[src/rtl/pool_result_collector.sv]
// pool_result_collector
//   Collects pooled feature maps into NBANK history banks (one bank per
//   history tag). When every bank holds a complete map, or on flush, it
//   streams the full banks out in bank-major, address-ascending order.
//
// Ports
//   clk, reset_n           clock, async active-low reset
//   pool_result/addr/
//   history/com_end        result write strobe into bank[history][addr]
//   done_pool              marks bank[history] complete
//   flush                  drain only the banks currently marked full
//   o_data/o_bank/o_addr/
//   o_valid/o_ready        drained word, valid/ready handshake
//   busy                   high while draining; upstream must hold off
//   drain_done             one-cycle pulse after the last word is accepted
//   err                    sticky: dropped or out-of-range write
module pool_result_collector #(
  parameter int OSIZE = 7,
  parameter int NBANK = 4,
  parameter int DW    = 16
) (
  input  logic          clk,
  input  logic          reset_n,
  input  logic [DW-1:0] pool_result,
  input  logic [15:0]   addr,
  input  logic [1:0]    history,
  input  logic          com_end,
  input  logic          done_pool,
  input  logic          flush,
  output logic [DW-1:0] o_data,
  output logic [1:0]    o_bank,
  output logic [15:0]   o_addr,
  output logic          o_valid,
  input  logic          o_ready,
  output logic          busy,
  output logic          drain_done,
  output logic          err
);

  localparam int MSZ   = OSIZE * OSIZE;
  localparam int DEPTH = NBANK * MSZ;
  localparam int IW    = (DEPTH > 1) ? $clog2(DEPTH) : 1;

  typedef enum logic {COLLECT, DRAIN} state_t;
  state_t state_q, state_d;

  logic [DW-1:0]    mem [DEPTH];
  logic [DW-1:0]    rd_q;
  logic [NBANK-1:0] bank_full, bank_full_nxt;

  // Drain pipeline: [0] issue (address counters), [1] memory read, [2] output.
  logic [2:0]  vld_pipe;
  logic [2:1]  last_pipe;
  logic [1:0]  cur_bank, s1_bank;
  logic [15:0] cur_addr, s1_addr;

  logic collect, in_range, addr_ok, wr_ok, bad_wr;
  logic go_drain, accept, adv, last_beat, iss_last;
  logic [2:0] first_hit, next_hit;   // {found, bank}
  logic [IW-1:0] wr_idx, rd_idx;

  // Lowest full bank at or above 'from'; MSB flags whether one exists.
  function automatic logic [2:0] find_full(input logic [NBANK-1:0] m, input int from);
    logic [2:0] r;
    r = 3'b000;
    for (int i = NBANK-1; i >= 0; i--)
      if (i >= from && m[i]) r = {1'b1, 2'(i)};
    return r;
  endfunction

  assign collect  = (state_q == COLLECT);
  assign in_range = ({30'b0, history} < NBANK);
  assign addr_ok  = ({16'b0, addr} < MSZ);
  assign wr_ok    = collect && com_end && in_range && addr_ok;
  assign bad_wr   = (com_end && !wr_ok) || (!collect && done_pool);

  always_comb begin
    bank_full_nxt = bank_full;
    if (collect && done_pool && in_range) bank_full_nxt[history] = 1'b1;
  end

  assign go_drain  = collect && ((&bank_full) || (flush && (|bank_full)));
  assign accept    = o_valid && o_ready;
  assign adv       = !o_valid || o_ready;   // whole pipe stalls on backpressure
  assign last_beat = accept && last_pipe[2];

  // The drain set may include a bank completed in the entry cycle.
  assign first_hit = find_full(bank_full_nxt, 0);
  assign next_hit  = find_full(bank_full, int'(cur_bank) + 1);
  assign iss_last  = (cur_addr == 16'(MSZ-1)) && !next_hit[2];

  assign wr_idx = IW'(int'(history) * MSZ + int'(addr));
  assign rd_idx = IW'(int'(cur_bank) * MSZ + int'(cur_addr));

  assign o_valid = vld_pipe[2];
  assign busy    = (state_q == DRAIN);

  always_comb begin
    state_d = state_q;
    case (state_q)
      COLLECT: if (go_drain)  state_d = DRAIN;
      DRAIN:   if (last_beat) state_d = COLLECT;
      default:                state_d = COLLECT;
    endcase
  end

  // Storage: synchronous write, synchronous read (1-cycle latency).
  always_ff @(posedge clk) begin
    if (wr_ok) mem[wr_idx] <= pool_result;
    if (adv)   rd_q <= mem[rd_idx];
  end

  always_ff @(posedge clk or negedge reset_n) begin
    if (!reset_n) begin
      state_q    <= COLLECT;
      bank_full  <= '0;
      err        <= 1'b0;
      drain_done <= 1'b0;
      vld_pipe   <= '0;
      last_pipe  <= '0;
      cur_bank   <= '0;
      cur_addr   <= '0;
      s1_bank    <= '0;
      s1_addr    <= '0;
      o_data     <= '0;
      o_bank     <= '0;
      o_addr     <= '0;
    end else begin
      state_q    <= state_d;
      err        <= err | bad_wr;
      drain_done <= last_beat;

      if (collect)        bank_full <= bank_full_nxt;
      else if (last_beat) bank_full <= '0;

      // Issue counters: address wraps per bank, bank stops at the last full one.
      if (go_drain) begin
        cur_bank    <= first_hit[1:0];
        cur_addr    <= '0;
        vld_pipe[0] <= 1'b1;
      end else if (!collect && adv && vld_pipe[0]) begin
        if (cur_addr == 16'(MSZ-1)) begin
          cur_addr <= '0;
          if (next_hit[2]) cur_bank    <= next_hit[1:0];
          else             vld_pipe[0] <= 1'b0;
        end else begin
          cur_addr <= cur_addr + 16'd1;
        end
      end

      if (!collect && adv) begin
        vld_pipe[1]  <= vld_pipe[0];
        last_pipe[1] <= vld_pipe[0] && iss_last;
        s1_bank      <= cur_bank;
        s1_addr      <= cur_addr;
        vld_pipe[2]  <= vld_pipe[1];
        last_pipe[2] <= last_pipe[1];
        if (vld_pipe[1]) begin
          o_data <= rd_q;
          o_bank <= s1_bank;
          o_addr <= s1_addr;
        end
      end
    end
  end

endmodule

[config.mk]
export PLATFORM = sky130hd
export DESIGN_NAME = pool_result_collector
export DESIGN_NICKNAME = d
export VERILOG_FILES = /design/src/rtl/pool_result_collector.sv
export SDC_FILE = /design/constraint.sdc
export NUM_CORES = 2
export LEC_CHECK = 0
export ABC_AREA = 1
export CORE_ASPECT_RATIO = 1.75
export CORE_MARGIN = 5
export CORE_UTILIZATION = 45
export CTS_CLUSTER_DIAMETER = 80
export DETAILED_ROUTE_END_ITERATION = 8
export PLACE_DENSITY = 0.7
export SLEW_MARGIN = 20
export SYNTH_ARGS = -nofsm -noshare
export SYNTH_HDL_FRONTEND = slang
export SYNTH_SLANG_ARGS = --single-unit
[constraint.sdc]
create_clock -name clk -period 5.23 [get_ports clk]
set_input_delay 0.7845 -clock clk [delete_from_list [all_inputs] [get_ports clk]]
set_output_delay 0.7845 -clock clk [all_outputs]
set_load 0.02 [all_outputs]
# Word-level counts from Yosys, hierarchy flattened

Memory sizes are Yosys's and may differ from the RTL's. A register that Yosys moved wholly into a read port is not among the register bits.
Index checks and enable logic that the tools add are counted.
W data, S select, Z words.

Memory bits (writable): 3136
Memories kept: 1
Flip-flop bits (word level): 82

Memory list:

| memory | words | bits a word | rd ports | clocked after Yosys merged registers in | write ports | line | text |
|---|---|---|---|---|---|---|---|
| mem    | 196   | 16          | 1        | 1                                       | 1           | 47   | `logic [DW-1:0] mem [DEPTH];` |

Add/subtract/negate cells: 4
$mul: 2
$lt $le $gt $ge: 7
Bitwise operators: 3
Multiplexer cells: 29
Reduce and logical (&&, ||, !) cells: 32
Eq/ne operators: 3

Operators by type and width:

| operator                | count |
|---|---|
| $mux W16                | 3 |
| $logic_and A1 B1 Y1     | 18 |
| $add A16 B1 Y16 const B | 1 |
| $add A8 B8 Y8           | 2 |
| $eq A16 B6 Y1 const B   | 1 |
| $lt A16 B6 Y1 const B   | 1 |
| $mul A2 B6 Y8 const B   | 2 |
| $mux W2                 | 8 |
| $mux W3                 | 4 |
| $mux W4                 | 3 |
| $mux W1                 | 9 |
| $ge A1 B3 Y1 const A    | 2 |
| $ge A2 B3 Y1 const A    | 2 |
| $reduce_and A3 Y1       | 2 |
| $reduce_bool A2 Y1      | 3 |
| $or A4 B4 Y4            | 1 |
| $reduce_and A4 Y1       | 1 |
| $reduce_or A4 Y1        | 1 |
| $add A2 B1 Y3 const B   | 1 |
| $logic_not A1 Y1        | 3 |
| $logic_or A1 B1 Y1      | 3 |
| $lt A2 B3 Y1 const B    | 1 |
| $demux W1 S2            | 1 |
| $ge A2 B1 Y1 const B    | 1 |
| other kinds (6)         | 6 |

# Logic depth before layout (Yosys ltp)

Word-level depth: 11
Gate-level depth with buffers: 16

# Worst setup path after synthesis

No wires, ideal clock.

Path type: input -> register
Start point: input addr[1]
End point: memory mem[162][0] (enable)
Data arrival time: 3.420 ns
Data required time: 4.842 ns
Path slack: 1.422 ns
Stages: 11
Cell sequence: ha_1 ha_1 fa_1 nand4_1 nand2_1 xnor2_2 inv_2 nor2_2 nand2_1 buf_2 nor2_1

Longest elaborated chain between the ends: 4
Elaborated cells between the ends (all ways): 5
Those cells by class: 1 x add/sub; 1 x order compare; 2 x mux; 1 x reduce/logical

Ends and longest elaborated chain:

| element                       | line | text |
|---|---|---|
| from (decl)                   | 25   | `input logic [15:0] addr,` |
| $lt A16 B6 Y1                 | 73   | `assign addr_ok = ({16'b0, addr} < MSZ);` |
| $logic_and A1 B1 Y1           | 74   | `assign wr_ok = collect && com_end && in_range && addr_ok;` |
| $mux W1                       | 109  | `if (wr_ok) mem[wr_idx] <= pool_result;` |
| $mux W1 (implied by the code) | 109  |  |
| to (decl)                     | 47   |  |

Several ways; a longest one is shown, not always the timed one.

# Final worst setup path

Start point: register cur_bank[1]
End point: register rd_q[8] (read register of mem), data pin

Longest elaborated chain between the ends: 2

Ends and longest elaborated chain:

| element                | line | text |
|---|---|---|
| from (decl)            | 54   | `logic [1:0] cur_bank, s1_bank;` |
| from (signal assigned) | 138  | `cur_bank <= first_hit[1:0];` |
| from (signal assigned) | 144  | `if (next_hit[2]) cur_bank <= next_hit[1:0];` |
| $mul A2 B6 Y8          | 93   | `assign rd_idx = IW'(int'(cur_bank) * MSZ + int'(cur_addr));` |
| $add A8 B8 Y8          | 93   |  |
| to (decl)              | 48   | `logic [DW-1:0] rd_q;` |

No other way between the ends.
A chain may end at the register's enable or synchronous reset.

==> results.ini <==
[timing]
hold_viol = 27
tightest_slew_ns = 1.088
max_freq_mhz = 212.6
finalSetupViolCount = 0
slew_headroom_pct = 27.45
slew_violations = 0
fin_crit_sh_pct = 89.92
clock_skew_ns = 0.04634
fin_crit_ns = 4.703
hold_slack_ns = -0.03331
setup_tns_ns = 0
rsz0062_at_grt = no

[drt]
finalWirelength_um = 404500
drt-met1-wl_um = 134400
vias = 87383
drtIter0Drc = 10615
wire_per_inst_um = 27.10
via_per_inst = 5.853
wl_met2_um = 199400
dr.max_layer_used = met5
wl_met3_um = 33140
detail-route-antenna-nets = 0
drc_errors = 9
first_pass_iters = 9

[run_status]
violations = DRC, hold timing
status = complete, but fails checks

[floorplanning]
initial_core_util_pct = 45.07
rows = 262
die_w_um = 417.7
core_area_sq_um = 290400
io_pins = 78
dieArea_sq_um = 302200
die_height_um = 723.5

[global_routing]
grt_antenna_before_repair = 12
grt_pass1_vias = 84784
grt.total_usage_pct = 26.06
grt_max_degree = 180
grt_overflow = 0
grt_first_pass_wirelength_um = 574700

[cells_and_area]
fin_nets = 10958
area_growth_pct = 11.60
layout-drive-gt1-share_pct = 8.301

[yosys]
synth_area_leader_cell = edfxtp_1
synth_area_sq_um = 130900
avgSynthCellArea_sq_um = 12.07
syn-num-nets = 10913
ys_ff_latch = 3234
ys.flop_type = edfxtp_1
yosys-top-cells-area = edfxtp_1 (72%), nand3_1 (12%), nand2_1 (9.5%)
yosys_warnings = 0
synth_edf_count = 3152
synth_top_cell_area_share_pct = 72.30
ys_types = 44
synthCells = 10842
synth_seq_area_share_pct = 73.87
synthArstFlopShare_pct = 2.536

[hold_path]
min_path_type = input port to async pin

[worst_setup_path]
crit_required_ns = 5.95
crit_type = flop to flop
cp_cell_sequence = ha_1 -> ha_4 -> inv_1 -> fa_4 -> buf_12 -> nand3_1 -> nand3_1 -> nand3_1 -> nand3_1 -> nand3_1 -> nand2_1 -> nand2_1 -> nand2_1
critPathArrivalTime_ns = 5.42
path_max_fanout = 146
cpPeakStageDelay_ns = 1.00
cp_slowest_cell = fa_4
rr_worst_depth = 13
crit_path_frequent_cell = nand3_1
crit_family = simple AND/OR/NAND/NOR gates
r2r_setup_slack_ns = 0.53
crit_path_end_kind = flop
crit_buf_inv = 2
critPathLaunchType = flop
r2r-end = rd_q[8]
r2r_start = cur_bank[1]

[placement]
gp_congestion = 0.9897
port_buffers = 77
hpwl_um = 250800

[clock_tree]
cts.repair.resized = 0
cts_buffer_depth = 4
clock-sinks = 3234
cts_hold_buffers = 0
clkSlewWorstSetupHoldPaths_ns = 0.07
worstSkewPairLatency_ns = 0.90
cts_root_buf = clkbuf_16
htree_levels = 5
cts_tree = built
cts_buffers = 277
postCtsSetupRepairBufs = 0

[job]
maxCapViolCount = 0

per-layer routing:
metal  global-route usage (%)  vias up
met2                    44.43     4925
met5                        0        -
met4                    19.96        8
li1                         -    38603
met3                    3.737     1236
met1                    29.68    42611
cell type report:
| type | instances | area, sq um |
|---|---|---|
| Antenna cell | 6 | 15.01 |
| Clock buffer | 333 | 7420 |
| Clock inverter | 154 | 1573 |
| Fill cell | 24542 | 144300 |
| Inverter | 62 | 261.5 |
| Multi-Input combinational cell | 6822 | 30540 |
| Sequential cell | 3234 | 96700 |
| Tap cell | 3828 | 4790 |
| Timing Repair Buffer | 490 | 4796 |
cells in the mapped netlist (3+ instances only):
library cell	count
nor4_1	9
fa_1	4
inv_2	10
ha_1	27
buf_6	4
o22ai_1	19
xor2_1	5
nand3_1	3017
or2_1	7
buf_4	62
buf_2	451
buf_1	61
clkbuf_1	145
dfrtp_1	82
nor2_4	3
mux2_2	34
edfxtp_1	3152
a21oi_1	22
nand2_2	7
nor2_1	244
nand4_1	11
nand2_1	3306
nor3_1	11
inv_1	50
o21ai_0	62
or2_2	10
sequential cells by signal (all words and copies together), names as in the netlist, 2 cells and up:
name,count
s1_bank,2
o_data,16
o_addr,16
cur_bank,2
s1_addr,16
mem,3136
cur_addr,16
last_pipe,2
rd_q,16
o_bank,2
bank_full,4
vld_pipe,3
worst register-to-register path, delay by kind of cell, from the launching register on:
family	cells	cell delay, ns
and+or+nand+nor	8	2.10
adders and majority gates	3	1.48
buffers and inverters	2	0.54
DFF	1	0.46
worst max path at each step:
stage                      from           to  cells past startpoint
floorplan               addr[1]  mem[162][0]                     11
global placement     history[1]  mem[121][0]                      9
detailed placement   history[1]  mem[121][1]                      9
CTS                 cur_bank[1]      rd_q[8]                     13
global route        cur_bank[1]     rd_q[14]                     13
finish              cur_bank[1]      rd_q[8]                     13
cells in the final DEF (no fill, tap or decap), types with 42 or more instances in the layout:
cell / n
nor2_1: 233
buf_12: 70
o21ai_0: 62
clkinv_1: 52
edfxtp_1: 3152
inv_1: 48
nand2_1: 3305
nand3_1: 3017
buf_4: 342
dfrtp_1: 82
clkbuf_16: 290
clkbuf_1: 42
clkdlybuf4s50_1: 60
stage by stage:
| step | worst slack [ns] | hold slack (ns) | cells | util (%) | instance area [sq um] |
|---|---|---|---|---|---|
| after detailed placement | -0.1111 | 0.4796 | 14436 | 47.19 | 137100 |
| after CTS | 0.7848 | 0.1260 | 14923 | 50.29 | 146100 |
| after global placement | -0.01311 | 0.4658 | 14435 | 47.18 | 137000 |
| after floorplan | 1.422 | 0.4492 | 10842 | - | 130900 |
| after global routing | 0.5461 | 0.02607 | 14924 | 50.30 | 146100 |
| final | 0.5273 | -0.03331 | 14929 | 50.30 | 146100 |
cell families after synthesis:
group | share of synthesized area (%)
flops | 73.87
compound gates | 0.4693
simple gates | 22.05
fa+ha+maj | 0.3192
xor+xnor | 0.1137
mux | 0.2925
buf+inv | 2.886
Power is left out: the tool's default activity adds up to more than one toggle a clock period on the data nets, which glitch-free logic cannot reach.
